$ cat src/rtl/display_timings_rx.sv
// display_timings_rx: recovers active x/y, measures line/frame geometry from hsync/vsync/de and asserts locked once the geometry repeats.
// Latency: inputs registered once; de_o/sx/sy, pulses and status all appear 1 clk_pix after the input cycle that causes them.
// Backpressure: none; the video stream is free-running and every pixel clock is consumed.
//
// Ports:
//   clk_pix, rst_n           pixel clock, asynchronous active-low reset
//   hsync, vsync, de         incoming timing (sync polarity set by H_POL / V_POL, 0 = active low)
//   de_o, sx, sy             de and recovered active coordinates, aligned with each other
//   frame_start, line_start  one-cycle pulses on vsync / hsync leading edges
//   h_total, h_active,       candidate geometry: clocks per line, de clocks per active line,
//   v_total, v_active        lines per frame, active lines per frame
//   locked, err              geometry stable / one-cycle pulse on a geometry mismatch
//   err_count, frame_count   statistics, built only when DISPLAY_TIMINGS_RX_STATS_EN is defined;
//                            otherwise both are tied to 0
module display_timings_rx #(
    parameter int CORDW       = 10,
    parameter bit H_POL       = 1'b0,
    parameter bit V_POL       = 1'b0,
    parameter int LOCK_FRAMES = 2
) (
    input  logic             clk_pix,
    input  logic             rst_n,
    input  logic             hsync,
    input  logic             vsync,
    input  logic             de,
    output logic             de_o,
    output logic [CORDW-1:0] sx,
    output logic [CORDW-1:0] sy,
    output logic             frame_start,
    output logic             line_start,
    output logic [CORDW-1:0] h_total,
    output logic [CORDW-1:0] h_active,
    output logic [CORDW-1:0] v_total,
    output logic [CORDW-1:0] v_active,
    output logic             locked,
    output logic             err,
    output logic [15:0]      err_count,
    output logic [15:0]      frame_count
);

    typedef enum logic [1:0] {
        ST_SEARCH  = 2'd0,
        ST_MEASURE = 2'd1,
        ST_VERIFY  = 2'd2,
        ST_LOCKED  = 2'd3
    } state_t;

    localparam logic [CORDW-1:0] CNT_SAT  = '1;
    localparam logic [CORDW-1:0] CNT_ONE  = CORDW'(1);
    localparam logic [3:0]       LOCK_TGT = 4'(LOCK_FRAMES);

    function automatic logic [CORDW-1:0] sat_inc(input logic [CORDW-1:0] v);
        return (v == CNT_SAT) ? v : v + CNT_ONE;
    endfunction

    // ------------------------------------------------------------------
    // Input stage: syncs normalised to active-high, one register stage
    // ------------------------------------------------------------------
    logic hs_act, vs_act;
    logic hs_q, vs_q, de_q;
    logic hs_edge, vs_edge, de_rise;

    assign hs_act  = (hsync == H_POL);
    assign vs_act  = (vsync == V_POL);
    assign hs_edge = hs_act & ~hs_q;
    assign vs_edge = vs_act & ~vs_q;
    assign de_rise = de & ~de_q;

    // ------------------------------------------------------------------
    // State
    // ------------------------------------------------------------------
    state_t           state_q, state_d;
    logic [3:0]       match_q, match_d;

    logic [CORDW-1:0] line_cnt_q, line_cnt_d;
    logic [CORDW-1:0] act_cnt_q, act_cnt_d;
    logic [CORDW-1:0] last_h_q, last_h_d;
    logic [CORDW-1:0] last_ha_q, last_ha_d;
    logic [CORDW-1:0] vline_cnt_q, vline_cnt_d;
    logic [CORDW-1:0] vact_cnt_q, vact_cnt_d;

    logic [CORDW-1:0] h_total_q, h_total_d;
    logic [CORDW-1:0] h_active_q, h_active_d;
    logic [CORDW-1:0] v_total_q, v_total_d;
    logic [CORDW-1:0] v_active_q, v_active_d;

    logic [CORDW-1:0] sx_q, sx_d;
    logic [CORDW-1:0] sy_q, sy_d;
    logic             first_q, first_d;
    logic             locked_q, locked_d;
    logic             err_q, err_d;
    logic             de_o_q, frame_start_q, line_start_q;

    // ------------------------------------------------------------------
    // Line / frame measurement
    // ------------------------------------------------------------------
    // An hsync interval spans the tail of one line and the head of the next,
    // so its de count is the active width of a visible line and 0 in blanking.
    // Only intervals that contained de take part in h_active.
    logic             line_has_de;
    logic [CORDW-1:0] h_cl, ha_cl, v_cl, va_cl;
    logic             line_bad, frame_bad;

    assign line_has_de = (act_cnt_q != '0);

    // Values of the frame being closed; a coincident hsync edge closes its
    // line first, so that line is included.
    assign h_cl  = hs_edge ? line_cnt_q : last_h_q;
    assign ha_cl = (hs_edge && line_has_de) ? act_cnt_q : last_ha_q;
    assign v_cl  = hs_edge ? sat_inc(vline_cnt_q) : vline_cnt_q;
    assign va_cl = vact_cnt_q;

    // A saturated count means the period overflowed and is never a match.
    assign line_bad  = (line_cnt_q != h_total_q) || (line_cnt_q == CNT_SAT) ||
                       (line_has_de && ((act_cnt_q != h_active_q) || (act_cnt_q == CNT_SAT)));

    assign frame_bad = (h_cl  != h_total_q)  || (h_cl  == CNT_SAT) ||
                       (ha_cl != h_active_q) || (ha_cl == CNT_SAT) ||
                       (v_cl  != v_total_q)  || (v_cl  == CNT_SAT) ||
                       (va_cl != v_active_q) || (va_cl == CNT_SAT);

    always_comb begin
        line_cnt_d  = sat_inc(line_cnt_q);
        act_cnt_d   = de ? sat_inc(act_cnt_q) : act_cnt_q;
        last_h_d    = last_h_q;
        last_ha_d   = last_ha_q;
        vline_cnt_d = hs_edge ? sat_inc(vline_cnt_q) : vline_cnt_q;
        vact_cnt_d  = de_rise ? sat_inc(vact_cnt_q) : vact_cnt_q;

        // The edge cycle itself is the first clock of the new line.
        if (hs_edge) begin
            line_cnt_d = CNT_ONE;
            act_cnt_d  = de ? CNT_ONE : '0;
            last_h_d   = line_cnt_q;
            if (line_has_de) begin
                last_ha_d = act_cnt_q;
            end
        end

        // A de rise coincident with the vsync edge belongs to the new frame.
        if (vs_edge) begin
            vline_cnt_d = '0;
            vact_cnt_d  = de_rise ? CNT_ONE : '0;
        end
    end

    // ------------------------------------------------------------------
    // Coordinates
    // ------------------------------------------------------------------
    always_comb begin
        sx_d    = sx_q;
        sy_d    = sy_q;
        first_d = first_q;

        if (de) begin
            sx_d = de_q ? sx_q + CNT_ONE : '0;
        end

        if (de_rise) begin
            sy_d    = (first_q || vs_edge) ? '0 : sy_q + CNT_ONE;
            first_d = 1'b0;
        end else if (vs_edge) begin
            first_d = 1'b1;
        end
    end

    // ------------------------------------------------------------------
    // Lock FSM
    // ------------------------------------------------------------------
    always_comb begin
        state_d    = state_q;
        match_d    = match_q;
        err_d      = 1'b0;
        h_total_d  = h_total_q;
        h_active_d = h_active_q;
        v_total_d  = v_total_q;
        v_active_d = v_active_q;

        case (state_q)
            ST_SEARCH: begin
                if (vs_edge) begin
                    state_d = ST_MEASURE;
                end
            end

            ST_MEASURE: begin
                if (vs_edge) begin
                    h_total_d  = h_cl;
                    h_active_d = ha_cl;
                    v_total_d  = v_cl;
                    v_active_d = va_cl;
                    match_d    = '0;
                    state_d    = ST_VERIFY;
                end
            end

            ST_VERIFY: begin
                if (hs_edge && line_bad) begin
                    // A bad line invalidates the current frame too; remeasure.
                    err_d   = 1'b1;
                    match_d = '0;
                    state_d = ST_MEASURE;
                end else if (vs_edge) begin
                    if (frame_bad) begin
                        err_d      = 1'b1;
                        h_total_d  = h_cl;
                        h_active_d = ha_cl;
                        v_total_d  = v_cl;
                        v_active_d = va_cl;
                        match_d    = '0;
                    end else if (match_q + 4'd1 >= LOCK_TGT) begin
                        match_d = '0;
                        state_d = ST_LOCKED;
                    end else begin
                        match_d = match_q + 4'd1;
                    end
                end
            end

            ST_LOCKED: begin
                if ((hs_edge && line_bad) || (vs_edge && frame_bad)) begin
                    err_d   = 1'b1;
                    match_d = '0;
                    state_d = ST_MEASURE;
                end
            end

            default: begin
                state_d = ST_SEARCH;
            end
        endcase

        locked_d = (state_d == ST_LOCKED);
    end

    // ------------------------------------------------------------------
    // Registers
    // ------------------------------------------------------------------
    always_ff @(posedge clk_pix or negedge rst_n) begin
        if (!rst_n) begin
            hs_q          <= 1'b0;
            vs_q          <= 1'b0;
            de_q          <= 1'b0;
            state_q       <= ST_SEARCH;
            match_q       <= '0;
            line_cnt_q    <= '0;
            act_cnt_q     <= '0;
            last_h_q      <= '0;
            last_ha_q     <= '0;
            vline_cnt_q   <= '0;
            vact_cnt_q    <= '0;
            h_total_q     <= '0;
            h_active_q    <= '0;
            v_total_q     <= '0;
            v_active_q    <= '0;
            sx_q          <= '0;
            sy_q          <= '0;
            first_q       <= 1'b1;
            locked_q      <= 1'b0;
            err_q         <= 1'b0;
            de_o_q        <= 1'b0;
            frame_start_q <= 1'b0;
            line_start_q  <= 1'b0;
        end else begin
            hs_q          <= hs_act;
            vs_q          <= vs_act;
            de_q          <= de;
            state_q       <= state_d;
            match_q       <= match_d;
            line_cnt_q    <= line_cnt_d;
            act_cnt_q     <= act_cnt_d;
            last_h_q      <= last_h_d;
            last_ha_q     <= last_ha_d;
            vline_cnt_q   <= vline_cnt_d;
            vact_cnt_q    <= vact_cnt_d;
            h_total_q     <= h_total_d;
            h_active_q    <= h_active_d;
            v_total_q     <= v_total_d;
            v_active_q    <= v_active_d;
            sx_q          <= sx_d;
            sy_q          <= sy_d;
            first_q       <= first_d;
            locked_q      <= locked_d;
            err_q         <= err_d;
            de_o_q        <= de;
            frame_start_q <= vs_edge;
            line_start_q  <= hs_edge;
        end
    end

    assign de_o        = de_o_q;
    assign sx          = sx_q;
    assign sy          = sy_q;
    assign frame_start = frame_start_q;
    assign line_start  = line_start_q;
    assign h_total     = h_total_q;
    assign h_active    = h_active_q;
    assign v_total     = v_total_q;
    assign v_active    = v_active_q;
    assign locked      = locked_q;
    assign err         = err_q;

    // ------------------------------------------------------------------
    // Statistics
    // ------------------------------------------------------------------
`ifdef DISPLAY_TIMINGS_RX_STATS_EN
    logic [15:0] err_cnt_q, err_cnt_d;
    logic [15:0] frame_cnt_q, frame_cnt_d;

    always_comb begin
        err_cnt_d   = err_cnt_q;
        frame_cnt_d = frame_cnt_q;
        // Counted alongside err so both outputs move in the same cycle.
        if (err_d && (err_cnt_q != 16'hFFFF)) begin
            err_cnt_d = err_cnt_q + 16'd1;
        end
        if (vs_edge) begin
            frame_cnt_d = frame_cnt_q + 16'd1;
        end
    end

    always_ff @(posedge clk_pix or negedge rst_n) begin
        if (!rst_n) begin
            err_cnt_q   <= '0;
            frame_cnt_q <= '0;
        end else begin
            err_cnt_q   <= err_cnt_d;
            frame_cnt_q <= frame_cnt_d;
        end
    end

    assign err_count   = err_cnt_q;
    assign frame_count = frame_cnt_q;
`else
    assign err_count   = '0;
    assign frame_count = '0;
`endif

endmodule
$ cat config.mk
export PLATFORM = sky130hd
export DESIGN_NAME = display_timings_rx
export DESIGN_NICKNAME = d
export VERILOG_FILES = /design/src/rtl/display_timings_rx.sv
export SDC_FILE = /design/constraint.sdc
export NUM_CORES = 1
export LEC_CHECK = 0
export ABC_AREA = 1
export BUFFER_PORTS_ARGS = -buffer_cell sky130_fd_sc_hd__buf_2
export CAP_MARGIN = 20
export CORE_MARGIN = 2
export CORE_UTILIZATION = 58
export CTS_CLUSTER_DIAMETER = 150
export DETAILED_ROUTE_END_ITERATION = 8
export GPL_TIMING_DRIVEN = 0
export HOLD_SLACK_MARGIN = 0.1
export PLACE_DENSITY = 0.8
export SKIP_CTS_REPAIR_TIMING = 1
export SLEW_MARGIN = 20
export SYNTH_ARGS = -nofsm -noshare
export SYNTH_HDL_FRONTEND = slang
export SYNTH_SLANG_ARGS = --single-unit
$ cat constraint.sdc
create_clock -name clk_pix -period 3.35 [get_ports clk_pix]
set_input_delay 0.1675 -clock clk_pix [delete_from_list [all_inputs] [get_ports clk_pix]]
set_output_delay 0.1675 -clock clk_pix [all_outputs]
set_load 0.05 [all_outputs]
; ---- After elaboration in Yosys (flattened, before gate mapping)
; Cells that the tools add are included.
[classes]
n_addsub = 7
n_lt_le_gt_ge = 1
eq_ne = 26
n_mux = 59
bitwise_logic = 8
reduce_logical = 27
[ops]
columns = cell, n
row1 = 2-to-1 mux 10 bit, 31
row2 = case mux 10 bit (2 select lines), 4
row3 = equality test 10 bit (second input constant), 7
row4 = adder 10 x 1 -> 10 bit (second input constant), 6
row5 = != test 10 bit, 6
row6 = 2-to-1 mux 4 bit, 6
row7 = != test 2 bit (second input constant), 8
row8 = 2-to-1 mux 2 bit, 7
row9 = logical OR 1 bit, 12
row10 = case mux 4 bit (3 select lines), 1
row11 = nonzero test 10 bit, 1
row12 = 2-to-1 mux 1 bit, 8
row13 = case mux 2 bit (4 select lines), 1
row14 = equality test 2 bit (second input constant), 3
row15 = AND reduction 2 bit, 3
row16 = nonzero test 2 bit, 3
row17 = inverter 1 bit, 5
row18 = AND reduction 5 bit, 1
row19 = adder 4 x 1 -> 4 bit (second input constant), 1
row20 = greater-or-equal comparator 4 x 2 -> 1 bit (second input constant), 1
row21 = logical AND 1 bit, 4
row22 = AND reduction 4 bit, 1
row23 = bitwise AND 1 bit, 3
row24 = != test 3 bit (second input constant), 1
row25 = 4 further kinds, 4
[totals]
ff_bits = 134
inputBits = 5
word_cells = 150

; ---- Depth between registers and ports, before layout
; Gate-level depths: netlist of run 1.
[depth]
word_depth = 16
depth_mapped = 22

; ---- Least setup slack after synthesis of run 1
; Ideal clock, no wire load.
[synth_path]
path_kind = flip-flop to flip-flop
from = register act_cnt_q[0]
to = register h_active_q[2] (netlist: h_active[2])
setup_ps = 123
t_arrival_ps = 2336
t_required_ps = 3227
path_slack_ps = 891
path_stages_with_launch = 23
path_buffers = 3
cell_sequence = dfrtp_1 -> inv_1 -> ha_1 -> nand2_2 -> nor2_4 -> nand3_4 -> nand2_4 -> buf_6 -> nand2_2 -> nand2_2 -> nand2_1 -> nor2_1 -> nand3_1 -> nand2_1 -> nor2_2 -> nand3_2 -> nand2_2 -> nand2_4 -> nand2_4 -> buf_8 -> buf_12 -> nand2_2 -> o21ai_2
[synth_via]
elab_chain_cells = 12
[synth_rtl]
columns = element, line_no
row1 = start: declaration, 76  ; logic [CORDW-1:0] act_cnt_q, act_cnt_d;
row2 = start signal: assignment, 271  ; act_cnt_q <= act_cnt_d;
row3 = nonzero test 10 bit, 104  ; assign line_has_de = (act_cnt_q != '0);
row4 = logical AND 1 bit, 109  ; assign ha_cl = (hs_edge && line_has_de) ? act_cnt_q : last_ha_q;
row5 = 2-to-1 mux 10 bit, 109
row6 = != test 10 bit, 118  ; (ha_cl != h_active_q) || (ha_cl == CNT_SAT) ||
row7 = logical OR 1 bit, 117  ; assign frame_bad = (h_cl != h_total_q) || (h_cl == CNT_SAT) ||
row8 = logical OR 1 bit (2 in a row), 118
row9 = logical OR 1 bit (2 in a row), 119  ; (v_cl != v_total_q) || (v_cl == CNT_SAT) ||
row10 = logical OR 1 bit, 120  ; (va_cl != v_active_q) || (va_cl == CNT_SAT);
row11 = != test 2 bit (no line), n/a
row12 = AND reduction 5 bit (no line), n/a
row13 = end signal: assignment, 277  ; h_active_q <= h_active_d;
row14 = end: declaration, 83  ; logic [CORDW-1:0] h_active_q, h_active_d;
; Several ways; a longest one is shown, not always the timed one. The select of a mux whose other input is x is not followed.
; A chain may end at the register's enable or synchronous reset.

; ---- Worst setup path after layout of run 1
[layout_path]
from = register act_cnt_q[0]
to = register h_total_q[5] (netlist: h_total[5])
[layout_via]
elab_chain_cells = 12
[layout_rtl]
columns = element, line_no
row1 = nonzero test 10 bit, 104
row2 = logical AND 1 bit, 109
row3 = 2-to-1 mux 10 bit, 109
row4 = != test 10 bit, 118
row5 = logical OR 1 bit, 117
row6 = logical OR 1 bit (2 in a row), 118
row7 = logical OR 1 bit (2 in a row), 119
row8 = logical OR 1 bit, 120
row9 = != test 2 bit (no line), n/a
row10 = AND reduction 5 bit (no line) *, n/a
row11 = end signal: assignment, 276  ; h_total_q <= h_total_d;
row12 = end: declaration, 82  ; logic [CORDW-1:0] h_total_q, h_total_d;
; Every way passes the cells marked *; elsewhere a longest branch is shown, timed or not.

==> impl_metrics.json, run 1 <==
{
  "status": "finished, final reports clean",
  "crit_top_cell": "nand2_2",
  "seqCellArea_sq_um": 3350,
  "tns_ns": 0,
  "seqPwrFrac": 0.340,
  "grt.total_usage": 0.279,
  "overflow": 0,
  "maxSlewHeadroom": 0.588,
  "portBuffers": 69,
  "synth_top_area_frac": 0.434,
  "ys_warn_count": 0,
  "intPower_mw": 3.80,
  "finalHoldViolations": 0,
  "slew_violations": 0,
  "die_w_microns": 119,
  "p_leak_nw": 4.70,
  "ys.flop_type": "dfrtp_1",
  "start_util": 0.586,
  "cts_inserted_buffers": 17,
  "rr_startpoint": "act_cnt_q[0]",
  "synth_top_family_by_area": "simple AND/OR/NAND/NOR gates",
  "cts_buffer_depth": 2,
  "cts_num_sinks": 134,
  "fin_crit_sh": 0.928,
  "async_reset_ff_frac": 1.00,
  "dp_hpwl_mm": 13.3,
  "reg2reg_setup_slack_ns": 0.24,
  "yosys-top-cells-count": "nand2_1 (263), dfrtp_1 (133), inv_1 (124), nor2_1 (96), nand3_1 (70)",
  "syn_area_sq_um": 7670,
  "ant_nets": 0,
  "row_count": 42,
  "synth_compound_area_frac": 0.0898,
  "maxCapViolations": 0,
  "place_congestion": 0.927,
  "yosysMostFrequentCell": "nand2_1",
  "netlist_instances": 1001,
  "r2r_cells": 20,
  "crit_chain": "inv_1, ha_1, nand2_2, nor2_4, nand3_4, nand2_4, buf_6, nand2_2, nand2_2, nand2_1, nor2_1, nand3_1, nand2_1, nor2_2, nand3_2, nand2_2, nand2_4, clkbuf_1, nand3_1, nand2_1",
  "syn_to_final_growth_pct": 18.1,
  "synth-edff-count": 0,
  "core_sq_um": 13100,
  "synth-simple-area-share": 0.320,
  "yosysSeqAreaShare": 0.437,
  "crit_type": "flop to flop",
  "fin_skew_ns": 0.00650,
  "rr_endpoint": "h_total[5]",
  "diodes": 0,
  "cp_data_required_time_ns": 3.71,
  "h-tree-depth": 4,
  "post_drt_wl_per_cell_microns": 14.1,
  "cts_tree": "done",
  "synth_seq_cells": 134,
  "setup_viol": 0,
  "grt_pass1_vias": 6436,
  "avgSynthCellArea_sq_um": 7.67,
  "fp.dieH_microns": 119,
  "drc": 0,
  "antenna_found_initial": 0,
  "slowest_stage": "clkbuf_1",
  "p_sw_mw": 2.61,
  "clockPowerShare": 0.311,
  "dr.pass1.iters": 5,
  "cp-start-kind": "flop",
  "synth.largest_area_cell": "dfrtp_1",
  "dieArea_sq_um": 14200,
  "layout.nets": 1139,
  "vdd_drop_max_uv": 558,
  "synth.area.mux_share": 0,
  "fill_cells": 1082,
  "clk_latency_ns": 0.42,
  "cellPowerDensity_nw_per_um2": 707,
  "grt_setup_unrepaired": "no",
  "num_vias": 6754,
  "period_needed_ns": 3.11,
  "timing.hold.ws_ns": 0.214,
  "max_freq_mhz": 322,
  "worst-path-buf-inv": 3,
  "switching_share": 0.408,
  "min_path_type": "primary input to async pin",
  "grt_max_degree": 96,
  "comb_power_share": 0.348,
  "end_kind": "flop",
  "synth_area_leaders": "dfrtp_1 (43%), nand2_1 (13%), inv_1 (6.1%)",
  "worstPathArrival_ns": 3.47,
  "grt_pass1_wl_mm": 31.3,
  "multi_input_area_sq_um": 3530,
  "drt_iter0_markers": 549,
  "ioPinCount": 102,
  "crit_family": "simple AND/OR/NAND/NOR gates",
  "tightest_slew_ns": 0.616,
  "clkTransAtPathRegs_ns": 0.06,
  "synthDistinctLibCells": 44,
  "crit_path_max_incr_delay_ns": 0.48,
  "synth_adder_area_share": 0.0147,
  "drive_above_1_share": 0.206,
  "drt-total-wl_mm": 18.5,
  "synthXorXnorAreaFrac": 0.0194,
  "via_per_inst": 5.14,
  "cp_max_fo": 10,
  "root_buffer": "clkbuf_16"
}
-- stage by stage --
| step | utilization | setup WS [ns] | cells | power [mW] | area, sq um |
|---|---|---|---|---|---|
| 2_1_floorplan | - | 0.891 | 1032 | 3.85 | 7790 |
| 3_3_place_gp | 0.639 | 0.250 | 1277 | 4.37 | 8360 |
| 3_5_place_dp | 0.641 | 0.240 | 1278 | 4.41 | 8390 |
| 4_1_cts | 0.690 | 0.225 | 1310 | 6.42 | 9020 |
| 5_1_grt | 0.693 | 0.0799 | 1314 | 6.76 | 9060 |
| 6_report | 0.693 | 0.242 | 1314 | 6.41 | 9060 |
-- placed cells by master (no fill, tap or decap), drive strengths merged, types with 13 or more instances in the layout --
master,n
clkbuf,26
nand2,302
nand4,13
o21ai,73
nor3,21
a21oi,25
nand3,75
buf,118
conb,32
inv,132
nor2,104
dfrtp,133
-- flip-flops by register name (all words and copies together) (netlist names), 2 cells and up --
signal and count:
vline_cnt_q 10, sy 10, match_q 4, v_total 10
line_cnt_q 10, v_active 10, last_ha_q 10, h_total 10
last_h_q 10, act_cnt_q 10, state_q 2, h_active 10
sx 10, va_cl 10
-- how the worst max path moves through the flow --
stage                        to  cells past startpoint    startpoint  slack [ns]
finish               h_total[5]                     20  act_cnt_q[0]        0.24
global route         h_total[0]                     20  act_cnt_q[0]        0.08
CTS                  h_total[0]                     20  act_cnt_q[0]        0.23
detailed placement   h_total[0]                     20  act_cnt_q[0]        0.24
global placement          sy[4]                      1         rst_n        0.25
floorplan           h_active[2]                     22  act_cnt_q[0]        0.89
-- cell type report --
type	count	share of cell area
buffer	54	0.0461
clock buffer	20	0.0504
clock inverter	12	0.0193
inverter	131	0.0542
multi-input combinational	713	0.389
sequential	134	0.370
tap	176	0.0243
timing repair buffer	74	0.0467
-- cell families after synthesis --
group | Yosys count
fa+ha+maj | 9
simple gates | 541
xor+xnor | 17
buf+inv | 185
other cells | 1
compound gates | 114
flops | 134
-- power groups by stage --
stage	clock network, mW	logic, mW	registers [mW]
floorplan	0	1.15	2.70
global placement	0	2.17	2.19
detailed placement	0	2.21	2.20
CTS	2.02	2.22	2.18
global route	2.10	2.43	2.22
finish	2.00	2.23	2.18
-- layer usage --
layer | up-vias | wire (microns) | GRT usage
li1 | 3376 | - | -
met1 | 3174 | 8220 | 0.373
met2 | 180 | 8970 | 0.454
met3 | 24 | 1040 | 0.0651
met4 | 0 | 257 | 0.0804
met5 | - | 0 | 0
Power figures use the tool's default switching activity.
==> run 2, diff against run 1 <==
--- a/config.mk
+++ b/config.mk
@@ -9,12 +9,12 @@
 export BUFFER_PORTS_ARGS = -buffer_cell sky130_fd_sc_hd__buf_2
 export CAP_MARGIN = 20
 export CORE_MARGIN = 2
-export CORE_UTILIZATION = 58
+export CORE_UTILIZATION = 63
 export CTS_CLUSTER_DIAMETER = 150
 export DETAILED_ROUTE_END_ITERATION = 8
 export GPL_TIMING_DRIVEN = 0
 export HOLD_SLACK_MARGIN = 0.1
-export PLACE_DENSITY = 0.8
+export PLACE_DENSITY = 0.86
 export SKIP_CTS_REPAIR_TIMING = 1
 export SLEW_MARGIN = 20
 export SYNTH_ARGS = -nofsm -noshare
==> constraint.sdc (replaced) <==
create_clock -name clk_pix -period 3.62 [get_ports clk_pix]
set_input_delay 0.181 -clock clk_pix [delete_from_list [all_inputs] [get_ports clk_pix]]
set_output_delay 0.181 -clock clk_pix [all_outputs]
set_load 0.05 [all_outputs]
==> run 2 against run 1 <==
Sequential share of layout area grew 0.37 points. Utilization grew 5.8 points. Combinational power shrank 8%. Die area shrank 7.7%. Sequential power shrank 7%.
==> impl_metrics.json, run 2 (synthesized netlist as in run 1, its figures left out) <==
{
  "switching_share": 0.428,
  "row_count": 40,
  "intPower_mw": 3.31,
  "fp.dieH_microns": 114,
  "mostFrequentLayoutCell": "nand2_1",
  "clkTransAtPathRegs_ns": 0.06,
  "slowest_stage": "dfrtp_1",
  "drive_above_1_share": 0.207,
  "layout.nets": 1139,
  "worst-path-buf-inv": 3,
  "grt_pass1_wl_mm": 30.7,
  "fin_crit_sh": 0.825,
  "cp_data_required_time_ns": 3.92,
  "comb_power_share": 0.357,
  "drt_iter0_markers": 598,
  "crit_top_cell": "nand2_4",
  "end_kind": "flop",
  "tightest_slew_ns": 0.610,
  "overflow": 0,
  "crit_type": "flop to flop",
  "crit_path_max_incr_delay_ns": 0.45,
  "crit_family": "simple AND/OR/NAND/NOR gates",
  "dr.pass1.iters": 5,
  "cts_buffer_depth": 2,
  "h-tree-depth": 4,
  "dp_hpwl_mm": 13.3,
  "worstPathArrival_ns": 3.29,
  "die_w_microns": 114,
  "diodes": 0,
  "dieArea_sq_um": 13100,
  "cts_num_sinks": 134,
  "ioPinCount": 102,
  "start_util": 0.642,
  "status": "finished, final reports clean",
  "crit_chain": "inv_1, ha_1, nand2_2, nor2_4, nand3_4, nand2_4, buf_6, nand2_4, nand2_4, xor2_1, nand3_1, nor2_2, nand3_2, nand2_2, nand2_4, nand2_4, buf_2, o21ai_2",
  "via_per_inst": 5.44,
  "vdd_drop_max_uv": 408,
  "ant_nets": 0,
  "cp_max_fo": 10,
  "max_freq_mhz": 335,
  "finalHoldViolations": 0,
  "maxCapViolations": 0,
  "syn_to_final_growth_pct": 17.0,
  "cts_tree": "done",
  "drt-total-wl_mm": 18.8,
  "cp-start-kind": "flop",
  "portBuffers": 69,
  "clk_latency_ns": 0.43,
  "reg2reg_setup_slack_ns": 0.63,
  "root_buffer": "clkbuf_16",
  "cellPowerDensity_nw_per_um2": 644,
  "grt.total_usage": 0.299,
  "place_congestion": 0.890,
  "cts_inserted_buffers": 17,
  "p_sw_mw": 2.48,
  "maxSlewHeadroom": 0.592,
  "fin_util": 0.750,
  "post_drt_wl_per_cell_microns": 14.6,
  "finalPower_mw": 5.78,
  "core_sq_um": 12000,
  "r2r_cells": 18,
  "setup_viol": 0,
  "grt_max_degree": 105,
  "rr_startpoint": "act_cnt_q[0]",
  "tns_ns": 0,
  "clockPowerShare": 0.292,
  "rr_endpoint": "v_total[8]",
  "fin_skew_ns": 0.00836,
  "slew_violations": 0,
  "antenna_found_initial": 0,
  "drc": 0,
  "p_leak_nw": 4.69,
  "num_vias": 6996,
  "grt_pass1_vias": 6438,
  "grt_setup_unrepaired": "no",
  "period_needed_ns": 2.99,
  "seqPwrFrac": 0.351,
  "min_path_type": "primary input to async pin",
  "layout_common_cells": "nand2_1 (263), dfrtp_1 (133), inv_1 (124)"
}
run 2: area by class of cell:
class | instances | area, sq um
well taps | 147 | 184
repair buffers | 74 | 423
multi-input cells | 713 | 3530
clock buffers | 18 | 439
fillers | 899 | 2990
clock inverters | 14 | 139
inverters | 131 | 492
flip-flops and latches | 134 | 3350
plain buffers | 54 | 418
run 2: power groups by stage:
stage,combinational (mW),clock [mW],sequential [mW]
global placement,1.99,0,2.03
CTS,2.05,1.70,2.02
finish,2.06,1.69,2.03
floorplan,1.06,0,2.50
global route,2.25,1.76,2.06
detailed placement,2.03,0,2.04
run 2: worst max-delay path by stage:
stage	cells after the start	startpoint	to	slack, ns
3_3_place_gp	1	rst_n	sx[9]	0.59
3_5_place_dp	18	act_cnt_q[0]	h_active[2]	0.72
6_report	18	act_cnt_q[0]	v_total[8]	0.63
2_1_floorplan	22	act_cnt_q[0]	h_active[2]	1.16
5_1_grt	20	act_cnt_q[0]	v_total[7]	0.42
4_1_cts	18	act_cnt_q[0]	v_total[8]	0.67
run 2: layer usage:
layer | track usage | wire length, microns | up-vias
met4 | 0.125 | 542 | 0
met5 | 0 | 0 | -
met3 | 0.0667 | 1450 | 53
met2 | 0.478 | 8930 | 324
li1 | - | - | 3369
met1 | 0.397 | 7830 | 3250
run 2: worst reg2reg max path, stage by stage, from the launching register on:
cell	delay [ns]
dfrtp_1	0.45
inv_1	0.16
ha_1	0.18
nand2_2	0.07
nor2_4	0.12
nand3_4	0.14
nand2_4	0.13
buf_6	0.16
nand2_4	0.06
nand2_4	0.08
xor2_1	0.18
nand3_1	0.10
nor2_2	0.20
nand3_2	0.11
nand2_2	0.11
nand2_4	0.08
nand2_4	0.09
buf_2	0.34
o21ai_2	0.09
run 2: stage by stage:
stage	cells	area [sq um]	hold WS, ns	setup WS [ns]
after floorplan	1032	7790	-0.115	1.16
after global placement	1248	8320	0.299	0.595
after detailed placement	1249	8360	0.0572	0.718
after CTS	1281	8930	-0.395	0.668
after global routing	1285	8970	0.230	0.424
final	1285	8970	0.200	0.634
